**config.mk**
```make
export PLATFORM = sky130hd
export DESIGN_NAME = sampler_mode
export DESIGN_NICKNAME = d
export VERILOG_FILES = /design/src/rtl/sampler_mode.sv
export SDC_FILE = /design/constraint.sdc
export NUM_CORES = 1
export LEC_CHECK = 0
export CAP_MARGIN = 10
export CORE_AREA = 2 2 132 134
export CTS_BUF_LIST = sky130_fd_sc_hd__clkbuf_2 sky130_fd_sc_hd__clkbuf_4 sky130_fd_sc_hd__clkbuf_8
export CTS_CLUSTER_SIZE = 14
export DETAILED_ROUTE_END_ITERATION = 10
export DIE_AREA = 0 0 134 136
export GPL_TIMING_DRIVEN = 0
export HOLD_SLACK_MARGIN = 0.15
export PLACE_DENSITY = 0.8
export SLEW_MARGIN = 20
export SYNTH_ARGS = -nofsm -noshare
export SYNTH_HDL_FRONTEND = slang
export SYNTH_SLANG_ARGS = --single-unit
```
**constraint.sdc**
```tcl
create_clock -name clk -period 4.1 [get_ports clk]
set_clock_uncertainty 0.1 [all_clocks]
set_input_delay 0.82 -clock clk [delete_from_list [all_inputs] [get_ports clk]]
set_output_delay 0.82 -clock clk [all_outputs]
set_load 0.02 [all_outputs]
```
**src/rtl/sampler_mode.sv**
```systemverilog
// sampler_mode: stream sampler between the input synchronizer and the
// trigger/FIFO chain. Selects bypass, divide-by-N decimation or masked
// change-only capture at run time. Counts post-trigger beats and flags the
// final one on sto_tlast. Registered output stage with valid/ready on both sides.
//
// Ports
//   clk, rst                 clock, asynchronous active-low reset
//   ctl_st1 / ctl_st0        start / stop pulses (stop wins)
//   cfg_mod/div/num/msk      mode, decimation divider, post-trigger count, change mask
//   sts_run                  high while armed or counting post-trigger beats
//   sti_*                    input stream (tdata, tvalid, trigger, tready)
//   sto_*                    output stream (tdata, tvalid, trigger, tlast, tready)
//   sts_cnt                  beats emitted since last start (SAMPLER_MODE_STS_EN only)
//
// Build option: define SAMPLER_MODE_STS_EN to add the sts_cnt output and counter.

module sampler_mode #(
  parameter int unsigned SDW = 32,
  parameter int unsigned SCW = 32,
  parameter int unsigned SNW = 32
) (
  input  logic           clk,
  input  logic           rst,
  input  logic           ctl_st1,
  input  logic           ctl_st0,
  input  logic [1:0]     cfg_mod,
  input  logic [SCW-1:0] cfg_div,
  input  logic [SNW-1:0] cfg_num,
  input  logic [SDW-1:0] cfg_msk,
  output logic           sts_run,
`ifdef SAMPLER_MODE_STS_EN
  output logic [SNW-1:0] sts_cnt,
`endif
  input  logic [SDW-1:0] sti_tdata,
  input  logic           sti_tvalid,
  input  logic           sti_trigger,
  output logic           sti_tready,
  output logic [SDW-1:0] sto_tdata,
  output logic           sto_tvalid,
  output logic           sto_trigger,
  output logic           sto_tlast,
  input  logic           sto_tready
);

  typedef enum logic [1:0] {
    IDLE = 2'd0,
    ARM  = 2'd1,
    POST = 2'd2
  } state_t;

  localparam logic [1:0] MOD_DEC = 2'd1;
  localparam logic [1:0] MOD_CHG = 2'd2;

  state_t         state, state_nxt;
  logic [SCW-1:0] div_cnt, div_nxt;
  logic [SNW-1:0] num_cnt, num_nxt;
  logic [SDW-1:0] chg_ref, chg_ref_nxt;
  logic           chg_first, chg_first_nxt;
  logic           run_nxt;
  logic [SDW-1:0] tdata_nxt;
  logic           tvalid_nxt, trigger_nxt, tlast_nxt;
`ifdef SAMPLER_MODE_STS_EN
  logic [SNW-1:0] emit_cnt, emit_nxt;
`endif

  logic           running_c;
  logic           last_pending_c;
  logic           in_acc_c;
  logic           out_acc_c;
  logic           chg_hit_c;
  logic           keep_mode_c;
  logic           keep_c;
  logic [SCW-1:0] div_base_c;
  logic [SCW-1:0] div_step_c;
  logic [SNW-1:0] num_inc_c;

  // Handshake qualification. Once the final post-trigger beat sits in the
  // output register no further input is taken until it drains.
  assign running_c      = (state != IDLE);
  assign last_pending_c = sto_tvalid & sto_tlast;
  assign sti_tready     = ~running_c | ((~sto_tvalid | sto_tready) & ~last_pending_c);
  assign in_acc_c       = running_c & sti_tvalid & sti_tready;
  assign out_acc_c      = sto_tvalid & sto_tready;

  // Per-mode keep decision; reserved mode 3 behaves as bypass.
  assign chg_hit_c = |((sti_tdata ^ chg_ref) & cfg_msk);

  always_comb begin
    keep_mode_c = 1'b1;
    case (cfg_mod)
      MOD_DEC: keep_mode_c = (div_cnt == '0);
      MOD_CHG: keep_mode_c = chg_first | chg_hit_c;
      default: keep_mode_c = 1'b1;
    endcase
  end

  assign keep_c = in_acc_c & (sti_trigger | keep_mode_c);

  // A trigger restarts the decimation phase as if it landed on slot 0.
  assign div_base_c = sti_trigger ? '0 : div_cnt;
  assign div_step_c = (div_base_c == cfg_div) ? '0 : div_base_c + SCW'(1);
  assign num_inc_c  = num_cnt + SNW'(1);

  // Next-state and datapath update.
  always_comb begin
    state_nxt     = state;
    div_nxt       = div_cnt;
    num_nxt       = num_cnt;
    chg_ref_nxt   = chg_ref;
    chg_first_nxt = chg_first;
    tdata_nxt     = sto_tdata;
    tvalid_nxt    = sto_tvalid;
    trigger_nxt   = sto_trigger;
    tlast_nxt     = sto_tlast;
`ifdef SAMPLER_MODE_STS_EN
    emit_nxt      = emit_cnt;
`endif

    if (out_acc_c) begin
      tvalid_nxt  = 1'b0;
      trigger_nxt = 1'b0;
      tlast_nxt   = 1'b0;
    end

    if (in_acc_c) begin
      div_nxt = div_step_c;
    end

    if (keep_c) begin
      chg_ref_nxt   = sti_tdata;
      chg_first_nxt = 1'b0;
      tdata_nxt     = sti_tdata;
      tvalid_nxt    = 1'b1;
      trigger_nxt   = sti_trigger;
      tlast_nxt     = 1'b0;
`ifdef SAMPLER_MODE_STS_EN
      emit_nxt      = emit_cnt + SNW'(1);
`endif
    end

    case (state)
      IDLE: begin
        if (ctl_st1 && !ctl_st0) begin
          state_nxt     = ARM;
          div_nxt       = '0;
          num_nxt       = '0;
          chg_ref_nxt   = '0;
          chg_first_nxt = 1'b1;
`ifdef SAMPLER_MODE_STS_EN
          emit_nxt      = '0;
`endif
        end
      end
      ARM: begin
        // The trigger beat itself is post-trigger beat 1.
        if (keep_c && sti_trigger && (cfg_num != '0)) begin
          state_nxt = POST;
          num_nxt   = SNW'(1);
          tlast_nxt = (cfg_num == SNW'(1));
        end
      end
      POST: begin
        if (keep_c) begin
          num_nxt   = num_inc_c;
          tlast_nxt = (num_inc_c == cfg_num);
        end
        if (out_acc_c && sto_tlast) begin
          state_nxt = IDLE;
        end
      end
      default: state_nxt = IDLE;
    endcase

    if (ctl_st0) begin
      state_nxt = IDLE;
    end

    run_nxt = (state_nxt != IDLE);
  end

  // State and output registers.
  always_ff @(posedge clk or negedge rst) begin
    if (!rst) begin
      state       <= IDLE;
      div_cnt     <= '0;
      num_cnt     <= '0;
      chg_ref     <= '0;
      chg_first   <= 1'b0;
      sts_run     <= 1'b0;
      sto_tdata   <= '0;
      sto_tvalid  <= 1'b0;
      sto_trigger <= 1'b0;
      sto_tlast   <= 1'b0;
`ifdef SAMPLER_MODE_STS_EN
      emit_cnt    <= '0;
`endif
    end else begin
      state       <= state_nxt;
      div_cnt     <= div_nxt;
      num_cnt     <= num_nxt;
      chg_ref     <= chg_ref_nxt;
      chg_first   <= chg_first_nxt;
      sts_run     <= run_nxt;
      sto_tdata   <= tdata_nxt;
      sto_tvalid  <= tvalid_nxt;
      sto_trigger <= trigger_nxt;
      sto_tlast   <= tlast_nxt;
`ifdef SAMPLER_MODE_STS_EN
      emit_cnt    <= emit_nxt;
`endif
    end
  end

`ifdef SAMPLER_MODE_STS_EN
  assign sts_cnt = emit_cnt;
`endif

endmodule
```
### Yosys cells after proc, flatten, opt, wreduce, memory -nomap -nowiden

Index checks and enable logic that the tools add are counted.

* logic and storage cells: 80
* input port bits: 137
* register bits after elaboration: 135
* output and inout port bits: 37

* add/sub/neg operators: 2
* eq/ne operators: 10
* reductions and logical operators: 14
* bitwise gates (word level): 15
* multiplexer cells: 29

Operators by type and width (count)
* two-way mux 32 bit: 11
* one-hot mux 32 bit (3 select lines): 1
* adder 32 x 1 -> 32 bit, second input constant: 2
* == test 32 bit: 2
* bitwise AND 32 bit: 1
* == test 32 x 1 -> 1 bit, second input constant: 1
* logical NOT 32 bit: 1
* nonzero test 32 bit: 1
* OR reduction 32 bit: 1
* XOR 32 bit: 1
* two-way mux 1 bit: 10
* two-way mux 2 bit: 4
* bitwise AND 1 bit: 6
* != test 2 bit, second input constant: 3
* one-hot mux 2 bit (3 select lines): 1
* nonzero test 2 bit: 3
* == test 2 x 1 -> 1 bit, second input constant: 2
* == test 2 bit, second input constant: 2
* logical AND 1 bit: 4
* OR 1 bit: 4
* one-hot mux 1 bit (2 select lines): 2
* AND reduction 4 bit: 1
* NOT 1 bit: 3
* nonzero test 3 bit: 1
* other kinds (2): 2

### Longest topological paths before layout

* word-level depth: 13
* gate-level depth with buffers: 14
* mapped depth without buffers: 10

### Least setup slack after synthesis

No wires, ideal clock.

* kind: input to register
* from: in sti_trigger
* to: reg div_cnt[30]
* setup time: 76 ps
* cell stages on the path: 14
* setup slack: -97 ps
* data arrival time: 4021 ps
* required time: 3924 ps
* buffers on the path: 4
* cell sequence: buf_6 -> clkbuf_1 -> clkbuf_1 -> clkbuf_1 -> nor2b_1 -> ha_1 -> and3_1 -> nand4_1 -> or2_1 -> nand4bb_4 -> or4_4 -> or3b_1 -> or3_1 -> o21ai_1

* longest elaborated chain between the ends: 6
* elaborated cells between the ends (all ways): 7
* classes of those cells: 1 x add/sub; 1 x eq/ne; 5 x mux

RTL lines
* start, declared: line 36 `input logic sti_trigger,`
* two-way mux 32 bit (*): line 100 `assign div_base_c = sti_trigger ? '0 : div_cnt;`
* adder 32 x 1 -> 32 bit or == test 32 bit (tied branches): line 101 `assign div_step_c = (div_base_c == cfg_div) ? '0 : div_base_c + SCW'(1);`
* two-way mux 32 bit (*): line 101
* two-way mux 32 bit (*): line 125 `if (in_acc_c) begin`
* two-way mux 32 bit: line 143 `if (ctl_st1 && !ctl_st0) begin`
* two-way mux 32 bit (*): line 141 `case (state)`
* named net div_nxt[30]: line 55 `logic [SCW-1:0] div_cnt, div_nxt;`
* end signal, assigned: line 199 `div_cnt <= div_nxt;`
* end, declared: line 55

Mark *: on every way through the listed nets, which the timed path passes. The rest lies on a longest branch.
A chain may end at the register's enable or synchronous reset.

### Final worst setup path

Ends and elaborated chain as after synthesis.

==> impl_results.md <==
- Status: complete, no violations
- First-pass GRT wire length: 42400 um
- Critical-path top delay cell: or4_4
- Final hold slack: 0.170 ns
- GRT Max-Usage Layer: met2
- DRT iter0 DRCs: 722
- WP data required: 4.39 ns
- Ordered cell list for the critical path: buf_6 > clkbuf_2 > buf_4 > buf_2 > nor2b_2 > ha_2 > and3_1 > nand4_1 > or2_1 > nand4bb_4 > or4_4 > or3b_1 > or3_1 > o21ai_1
- Io pins: 174
- Worst r2r dst: num_cnt[18]
- Root Buffer Master: clkbuf_8
- Maximum VDD drop: 0.000324 V
- Layout area overhead: 28.1%
- Crit. Startpoint: sti_trigger
- Die X: 134 um
- Total Wirelength: 26500 um
- H-Tree Depth: 4
- Max Root-Sink Buffers: 2
- WL/cell: 19.0 um
- Vias in the first global route: 8115
- Post-route DRC: 0
- Post-synth top area cell: dfrtp_1
- Cells after Synth: 966
- Port Buffers: 171
- Starting Density: 52.6%
- Total CTS buffers: 17
- Synthesis-stage register bit count: 135
- Top FF cell, synth: dfrtp_1
- Relative slew slack: 28.3%
- Met1 usage: 38.3%
- Share of layout cells above drive strength 1: 8.46%
- Period utilization: 98.2%
- Pins Over Slew Limit: 0
- # Max-Cap Violations: 0
- Async SR Flop Fraction: 100%
- Routing usage on met2: 49.2%
- Final Core Density: 67.3%
- R2r startpoint: state[0]
- Via density: 6.05
- Detail Route Antenna Nets: 0
- Actual slew at the worst max-slew pin: 1.07 ns
- Setup-failing EPs final: 0
- Syn Area/Cell: 9.18 um^2
- Commonest cells in the netlist: 135 x dfrtp_1, 100 x nor2_1, 56 x nand2_1
- Setup Fix Bufs, Post-CTS: 0
- Yosys cell types: 72
- Peak fanout along the critical path: 10
- DR vias: 8435
- Worst setup EP type: flip-flop
- Grt ovf: 0
- Synth warn: 0
- Critical path class: in -> reg
- Fin crit period: 4.03 ns
- Critical Path AT: 4.32 ns
- Critical path buffers and inverters: 4
- Clk slew on worst S/H paths: 0.09 ns
- Nets: 1302
- Die footprint: 0.0182 mm^2
- Routability cong.: 0.961
- Initial antenna violation count: 1
- Critical path's top delay family: simple AND/OR/NAND/NOR gates
- Synth top area share: 38.1%
- Most common cell in the synthesized netlist: dfrtp_1
- Worst-skew pair later-pin latency: 0.46 ns
- R2R Setup Slk: 0.29 ns
- Total GRT Usage: 29.5%
- Worst setup SP type: input pin
- Pwr dens: 353 mW/mm^2
- Rows: 48
- Max frequency: 248 MHz
- Post-synth EDFFs: 0
- First drt pass iteration count: 8
- Diode count: 0
- Leakage: 4.91 nW
- Top cells by area, synth: dfrtp_1 38%, xnor2_1 5.1%, xor2_1 4.9%
- Hold WC Path Type: in -> async
- Syn Nets: 1111
- DPL Wire Length: 19700 um
- Die H: 136 um
- CTS tree: built
- Core area: 0.0169 mm^2
- Worst reg2reg path depth: 10
- Mapped Area: 0.00887 mm^2
- Crit-path max cell delay: 0.60 ns
- Largest net degree at the start of global routing: 77
- Global-route met3 utilization: 7.05%
- Seq/Total Area, Yosys: 38.1%
- Unrepaired setup endpoints after global routing: true
- Hold Fails Final Rpt: 0
- Sink Count: 135
worst max path at each step:
stage	endpoint	slack [ns]	depth (start not counted)
after global routing	div_cnt[30]	-0.08	14
after detailed placement	num_cnt[22]	-0.66	10
after global placement	num_cnt[11]	-3.53	1
after floorplan	div_cnt[30]	0.006	14
after CTS	div_cnt[30]	0.03	14
final	div_cnt[30]	0.07	14
power by group:
part / total, mW / switching [mW] / internal [mW]
clock: 1.24 / 0.588 / 0.652
sequential: 1.64 / 0.125 / 1.51
combinational: 1.14 / 0.558 / 0.578
through the flow:
stage | setup WS [ns] | total power, mW | instances | cell area [um^2] | TNS [ns]
2_1_floorplan | 0.00582 | 2.22 | 966 | 8880 | 0
3_3_place_gp | -3.53 | 2.76 | 1362 | 10900 | -512.31
3_5_place_dp | -0.661 | 2.79 | 1363 | 10900 | -38.46
4_1_cts | 0.0305 | 4.02 | 1395 | 11400 | 0
5_1_grt | -0.0752 | 4.18 | 1395 | 11400 | -0.0752
6_report | 0.0718 | 4.01 | 1395 | 11400 | 0
cells by family after synthesis:
family / count (synthesis) / synth area share [%]
AOI/OAI and AO/OA: 183 / 14.9
xor gates and xnor gates: 102 / 10.1
adders and majority gates: 9 / 1.24
buffers and inverters: 88 / 4.06
DFF: 135 / 38.1
muxes: 69 / 8.24
and+or+nand+nor: 380 / 23.5
area by class of cell:
class,instances,area (um^2)
Clock buffer,20,269
Buffer,63,275
Inverter,25,93.8
Clock inverter,12,164
Multi-Input combinational cell,743,5160
Tap cell,225,282
Fill cell,1390,5510
Sequential cell,135,3380
Timing Repair Buffer,172,1740
flip-flops by register name, summed over array words and instances, names as in the netlist:
name,count
sto_tlast,1
sts_run,1
chg_first,1
state,2
chg_ref,32
sto_tdata,32
sto_trigger,1
num_cnt,32
div_cnt,32
sto_tvalid,1
repair_timing:
| item | in CTS | in global routing |
|---|---|---|
| gates resized for setup | 3 | 3 |
| hold buffers | 0 | 0 |
| pin swaps | 0 | 1 |
| setup endpoints to repair | 19 | 31 |
cells in the final DEF, fill, tap and decap left out, drive strengths merged, types with 7 or more instances in the layout:
cell and n:
nor4bb 17, a31oi 22, nor2b 7, mux2 32
a21o 19, clkbuf 63, dfrtp 135, xnor2 52
buf 22, a22oi 12, clkdlybuf4s50 170, ha 8
o41ai 12, o32ai 16, nor3 21, nand3 49
xor2 50, nor4 22, and4 7, nand2 56
or3 15, nand2b 12, nor2 100, a21oi 24
mux2i 37, nand4 25, o21ai 27, and3 15
nand3b 8, inv 30
worst register-to-register path: cells and delay by family (launching register included):
family	cells	cell delay [ns]
compound gates	5	2.11
flops	1	0.43
fa+ha+maj	1	0.27
buf+inv	2	0.41
simple gates	2	0.38
layer usage:
metal | routed length, um | share of wire [%]
met5 | 16 | 0.060
met1 | 11100 | 42
met3 | 2240 | 8.5
met4 | 527 | 2.0
met2 | 12600 | 47
Power figures use the tool's default switching activity.
